## src/rtl/stream_mux_rr.sv

```systemverilog
`default_nettype none
// ============================================================================
// Module   : stream_mux_rr
// Purpose  : Parametrised N-to-1 valid/ready stream multiplexer. A
//            packet-locked round-robin arbiter picks one input channel, and
//            that channel's beats pass through a single registered output
//            stage until its end-of-packet beat has transferred.
// Options  : STREAM_MUX_MANUAL_SEL_EN adds manual_en / manual_sel. They force
//            arbitration onto one channel and freeze the round-robin pointer
//            for packets granted that way.
// Revision : 1.0 - initial release
// ============================================================================
module stream_mux_rr #(
    parameter int WIDTH    = 8,
    parameter int CHANNELS = 4,
    parameter int SEL_W    = 2
) (
    input  logic                      clk,
    input  logic                      reset,
    input  logic [CHANNELS*WIDTH-1:0] in_data,
    input  logic [CHANNELS-1:0]       in_valid,
    input  logic [CHANNELS-1:0]       in_last,
    output logic [CHANNELS-1:0]       in_ready,
    output logic [WIDTH-1:0]          out_data,
    output logic                      out_valid,
    output logic                      out_last,
    output logic [SEL_W-1:0]          out_sel,
`ifdef STREAM_MUX_MANUAL_SEL_EN
    input  logic                      manual_en,
    input  logic [SEL_W-1:0]          manual_sel,
`endif
    input  logic                      out_ready
);

    typedef enum logic [0:0] {
        ST_IDLE   = 1'b0,
        ST_LOCKED = 1'b1
    } state_t;

    localparam logic [SEL_W-1:0] c_last_ch = SEL_W'(CHANNELS - 1);

    state_t           r_state;
    state_t           w_state_nxt;
    logic [SEL_W-1:0] r_ptr;
    logic [SEL_W-1:0] r_grant;

    logic [WIDTH-1:0] r_out_data;
    logic             r_out_valid;
    logic             r_out_last;
    logic [SEL_W-1:0] r_out_sel;

    logic [WIDTH-1:0] w_ch_data [CHANNELS];
    logic             w_rr_hit;
    logic [SEL_W-1:0] w_rr_idx;
    logic             w_arb_hit;
    logic [SEL_W-1:0] w_arb_idx;
    logic             w_locked;
    logic             w_can_load;
    logic             w_take;
    logic             w_take_last;
    logic             w_ptr_adv;

    // Split the flat data bus into one word per channel so the grant index
    // selects a whole word; ungranted words never reach the output register.
    generate
        for (genvar gi = 0; gi < CHANNELS; gi++) begin : g_unpack
            assign w_ch_data[gi] = in_data[gi*WIDTH +: WIDTH];
        end
    endgenerate

    // Round-robin search: first valid channel at or after ptr, wrapping at
    // CHANNELS (which need not be a power of two).
    always_comb begin
        int j;
        w_rr_hit = 1'b0;
        w_rr_idx = '0;
        j        = 0;
        for (int k = 0; k < CHANNELS; k++) begin
            j = int'(r_ptr) + k;
            if (j >= CHANNELS) begin
                j = j - CHANNELS;
            end
            if (!w_rr_hit && in_valid[SEL_W'(j)]) begin
                w_rr_hit = 1'b1;
                w_rr_idx = SEL_W'(j);
            end
        end
    end

`ifdef STREAM_MUX_MANUAL_SEL_EN
    logic r_manual;
    logic w_man_ok;

    // Manual mode only ever grants the requested channel, and only if it is
    // in range and currently valid.
    assign w_man_ok  = (int'(manual_sel) < CHANNELS);
    assign w_arb_hit = manual_en ? (w_man_ok && in_valid[manual_sel]) : w_rr_hit;
    assign w_arb_idx = manual_en ? manual_sel : w_rr_idx;
    assign w_ptr_adv = w_take_last && !r_manual;
`else
    assign w_arb_hit = w_rr_hit;
    assign w_arb_idx = w_rr_idx;
    assign w_ptr_adv = w_take_last;
`endif

    // The output register can accept a new beat when it is empty or draining.
    assign w_locked    = (r_state == ST_LOCKED);
    assign w_can_load  = !r_out_valid || out_ready;
    assign w_take      = w_locked && w_can_load && in_valid[r_grant];
    assign w_take_last = w_take && in_last[r_grant];

    // Only the granted channel sees ready, and only while locked.
    always_comb begin
        for (int i = 0; i < CHANNELS; i++) begin
            in_ready[i] = w_locked && w_can_load && (r_grant == SEL_W'(i));
        end
    end

    // Next-state: arbitrate in IDLE, release the lock on the last beat.
    always_comb begin
        w_state_nxt = r_state;
        case (r_state)
            ST_IDLE: begin
                if (w_arb_hit) begin
                    w_state_nxt = ST_LOCKED;
                end
            end
            ST_LOCKED: begin
                if (w_take_last) begin
                    w_state_nxt = ST_IDLE;
                end
            end
            default: w_state_nxt = ST_IDLE;
        endcase
    end

    // State register.
    always_ff @(posedge clk or posedge reset) begin
        if (reset) begin
            r_state <= ST_IDLE;
        end else begin
            r_state <= w_state_nxt;
        end
    end

    // Capture the grant at arbitration; advance the pointer past the channel
    // whose packet just ended so it goes to the back of the queue.
    always_ff @(posedge clk or posedge reset) begin
        if (reset) begin
            r_grant  <= '0;
            r_ptr    <= '0;
`ifdef STREAM_MUX_MANUAL_SEL_EN
            r_manual <= 1'b0;
`endif
        end else begin
            if ((r_state == ST_IDLE) && w_arb_hit) begin
                r_grant  <= w_arb_idx;
`ifdef STREAM_MUX_MANUAL_SEL_EN
                r_manual <= manual_en;
`endif
            end
            if (w_ptr_adv) begin
                r_ptr <= (r_grant == c_last_ch) ? '0 : r_grant + 1'b1;
            end
        end
    end

    // Output stage: load on an input transfer, otherwise drop valid once the
    // consumer has taken the beat; payload holds while stalled.
    always_ff @(posedge clk or posedge reset) begin
        if (reset) begin
            r_out_valid <= 1'b0;
            r_out_data  <= '0;
            r_out_last  <= 1'b0;
            r_out_sel   <= '0;
        end else if (w_take) begin
            r_out_valid <= 1'b1;
            r_out_data  <= w_ch_data[r_grant];
            r_out_last  <= in_last[r_grant];
            r_out_sel   <= r_grant;
        end else if (r_out_valid && out_ready) begin
            r_out_valid <= 1'b0;
        end
    end

    assign out_data  = r_out_data;
    assign out_valid = r_out_valid;
    assign out_last  = r_out_last;
    assign out_sel   = r_out_sel;

endmodule
`default_nettype wire

```

## config.mk

```make
export PLATFORM = sky130hd
export DESIGN_NAME = stream_mux_rr
export DESIGN_NICKNAME = d
export VERILOG_FILES = /design/src/rtl/stream_mux_rr.sv
export SDC_FILE = /design/constraint.sdc
export NUM_CORES = 1
export LEC_CHECK = 0
export CAP_MARGIN = 0
export CORE_ASPECT_RATIO = 0.8
export CORE_MARGIN = 5
export CORE_UTILIZATION = 42
export DETAILED_ROUTE_END_ITERATION = 10
export PLACE_DENSITY_LB_ADDON = 0.1
export SETUP_SLACK_MARGIN = 0.05
export SYNTH_ARGS = -nofsm -noshare
export SYNTH_HDL_FRONTEND = slang
export SYNTH_SLANG_ARGS = --single-unit
export TNS_END_PERCENT = 30
```

## constraint.sdc

```tcl
create_clock -name clk -period 2.64 [get_ports clk]
set_input_delay 0.396 -clock clk [delete_from_list [all_inputs] [get_ports clk]]
set_output_delay 0.396 -clock clk [all_outputs]
set_load 0.03 [all_outputs]
```

==> results_dict.tcl, run 1 <==
set metrics [dict create \
    status "finished clean" \
    drt_iter0_drc 56 \
    cts_max_level 1 \
    final_common_cell "clkdlybuf4s50_1" \
    postSynthCellCount 90 \
    powerDensity_nw_per_um2 1090 \
    via_count 983 \
    hp-class "input port to asynchronous set/reset pin" \
    initial_core_util 0.448 \
    clockBufferDepth 2 \
    gp_congestion 0.745 \
    synthDistinctLibCells 34 \
    rows 16 \
    dp_hpwl_um 2380 \
    fmax_mhz 421 \
    drive_above_1_share 0.161 \
    synth_fp_nets 137 \
    tightest_slew_ps 645 \
    switching_share 0.422 \
    placed_cell_area_um2 1740 \
    p_leak_nw 0.744 \
    clk_pin_slew_ps 100 \
    dieWidth_um 68.0 \
    numCtsBuffers 3 \
    clock-sinks 17 \
    reg2regPathDepth 3 \
    period_share 0.899 \
    synth_top_area_frac 0.376 \
    worst_setup_path_start_kind "input port" \
    pwr-share-seq 0.274 \
    cts-root-buf "clkbuf_4" \
    via_per_inst 5.31 \
    routed_wl_um 3000 \
    ys_seq_elements 17 \
    drc 0 \
    hold-worst-slack_ps 487 \
    antenna_found_initial 0 \
    synth_ff_type "dfrtp_1" \
    finalPower_w 0.00193 \
    fin_tns_setup_ps 0 \
    stdcell_area_um2 1770 \
    p_int_w 0.00112 \
    ios 59 \
    slew_headroom 0.570 \
    ys_seq_area_frac 0.376 \
    setup_viol 0 \
    clock_skew_ps 4.13 \
    p_sw_w 0.000816 \
    grt_pass1_vias 985 \
    hold_viol_final 0 \
    async_flop_share 1.00 \
    antennaDiodeCount 0 \
    synth_area_um2 1130 \
    ctsResizeCount 0 \
    r2r_slack_ps 740 \
    fin_crit_ps 2370 \
    grt_pass1_wl_um 4740 \
    final_nets 197 \
    grt_max_degree 18 \
    yosysWarnings 0 \
    clk_latency_ps 290 \
    synth.area.top_cells "dfrtp_1, mux4_2, mux2_4, ha_1, mux4_1" \
    pwr-share-clk 0.072 \
    area_growth_pct 56.3 \
    cts_tree "done" \
    end_kind "primary output" \
    worstSetupPathType "input port to primary output" \
    r2r_start "r_grant[0]" \
    critPathCapture "in_ready[0]" \
    core_um2 2520 \
    port_buffers 58 \
    critPathArrivalTime_ps 1980 \
    grt_use_total 0.164 \
    dieArea_um2 3840 \
    r2r_end "out_data[5]" \
    first_pass_iters 5 \
    synth_edf_count 0 \
    wl_per_cell_um 16.2 \
    combPwrFrac 0.654 \
    worst-path-max-fanout 9 \
    n_fill_cell 215 \
    antenna_left 0 \
    yosysTopAreaCell "dfrtp_1" \
    ctsHoldBuffers 0 \
    worstSetupStartpoint "out_ready" \
    max_cap_violations 0 \
    rsz0062_at_grt "false" \
    final-max-slew-violation-count 0 \
    fp.dieH_um 56.4 \
    max-vdd-ir-drop_uv 615 \
    crit_required_ps 2240 \
    grt-ovfl-total 0 \
    cts_setup_buffers 0 \
    final_cell_mix "clkdlybuf4s50_1, dfrtp_1, mux4_2, nand2_1, mux2_4" \
    synth.avg_cell_area_um2 12.6 \
]
layout make-up:
type	count	area, µm²	area share
Multi-Input combinational cell	63	657	0.372
Timing Repair Buffer	60	596	0.337
Sequential cell	17	425	0.241
Tap cell	36	45.0	0.0255
Clock buffer	4	26.3	0.0149
Inverter	5	18.8	0.0106
power by group through the flow:
| stage | clock (W) | combinational [W] | sequential [W] |
|---|---|---|---|
| 2_1_floorplan | 0 | 0.000699 | 0.000676 |
| 3_3_place_gp | 0 | 0.00125 | 0.000524 |
| 3_5_place_dp | 0 | 0.00127 | 0.000535 |
| 4_1_cts | 0.000144 | 0.00128 | 0.000531 |
| 5_1_grt | 0.000161 | 0.00136 | 0.000553 |
| 6_report | 0.000139 | 0.00126 | 0.000530 |
per-stage QoR:
stage          worst slack (ps)  cells  utilization
2_1_floorplan               908     90            -
3_3_place_gp                276    181        0.690
3_5_place_dp                271    181        0.690
4_1_cts                     261    185        0.701
5_1_grt                     176    185        0.701
6_report                    267    185        0.701
cell usage after synthesis, types with 2 or more instances:
cell,count
and3_1,4
a21oi_1,2
mux2_2,2
mux2i_1,2
nor2b_1,3
buf_2,3
o21ai_0,3
nand3b_1,2
nand2_1,7
mux4_2,9
mux2_1,2
dfrtp_1,17
ha_1,4
mux2_4,6
inv_1,5
worst min path at each step:
stage	end	start	slack (ps)
floorplan	out_data[0]	reset	320
global placement	out_last	out_last	470
detailed placement	out_data[6]	out_data[6]	480
CTS	out_data[6]	out_data[6]	500
global route	out_sel[1]	reset	520
finish	out_sel[1]	reset	490
routing by layer:
layer / vias up / GRT usage / share of wire
met5: - / 0 / 0
met4: 0 / 0.0255 / 0.0043
met3: 4 / 0.0659 / 0.089
met2: 49 / 0.269 / 0.49
met1: 469 / 0.205 / 0.41
li1: 461 / - / -
flip-flops by register name, summed over array words and instances (netlist names):
signal / count
r_state: 1
r_grant: 2
r_ptr: 2
out_data: 8
out_valid: 1
out_last: 1
out_sel: 2
critical path, stage by stage:
cell             delay, ps
clkdlybuf4s50_1        450
nand2b_1               260
and3_1                 200
clkdlybuf4s50_1        670
logic make-up after synthesis:
family,synth area share
flip-flops,0.376
AO/OA/AOI/OAI,0.0830
AND/OR/NAND/NOR,0.114
adder cells (fa/ha/maj),0.0442
multiplexers,0.340
buffers and inverters,0.0431
Power figures use the tool's default switching activity.
==> inputs of run 2 (changes only) <==
- CAP_MARGIN: 0 -> 5
==> results of run 2 <==
Same layout as run 1: the final DEF is identical, and so are final timing and power.
==> inputs of run 3 (changes only) <==
- CAP_MARGIN: 5 -> default
==> results of run 3 <==
Same layout as run 1: the final DEF is identical, and so are final timing and power.
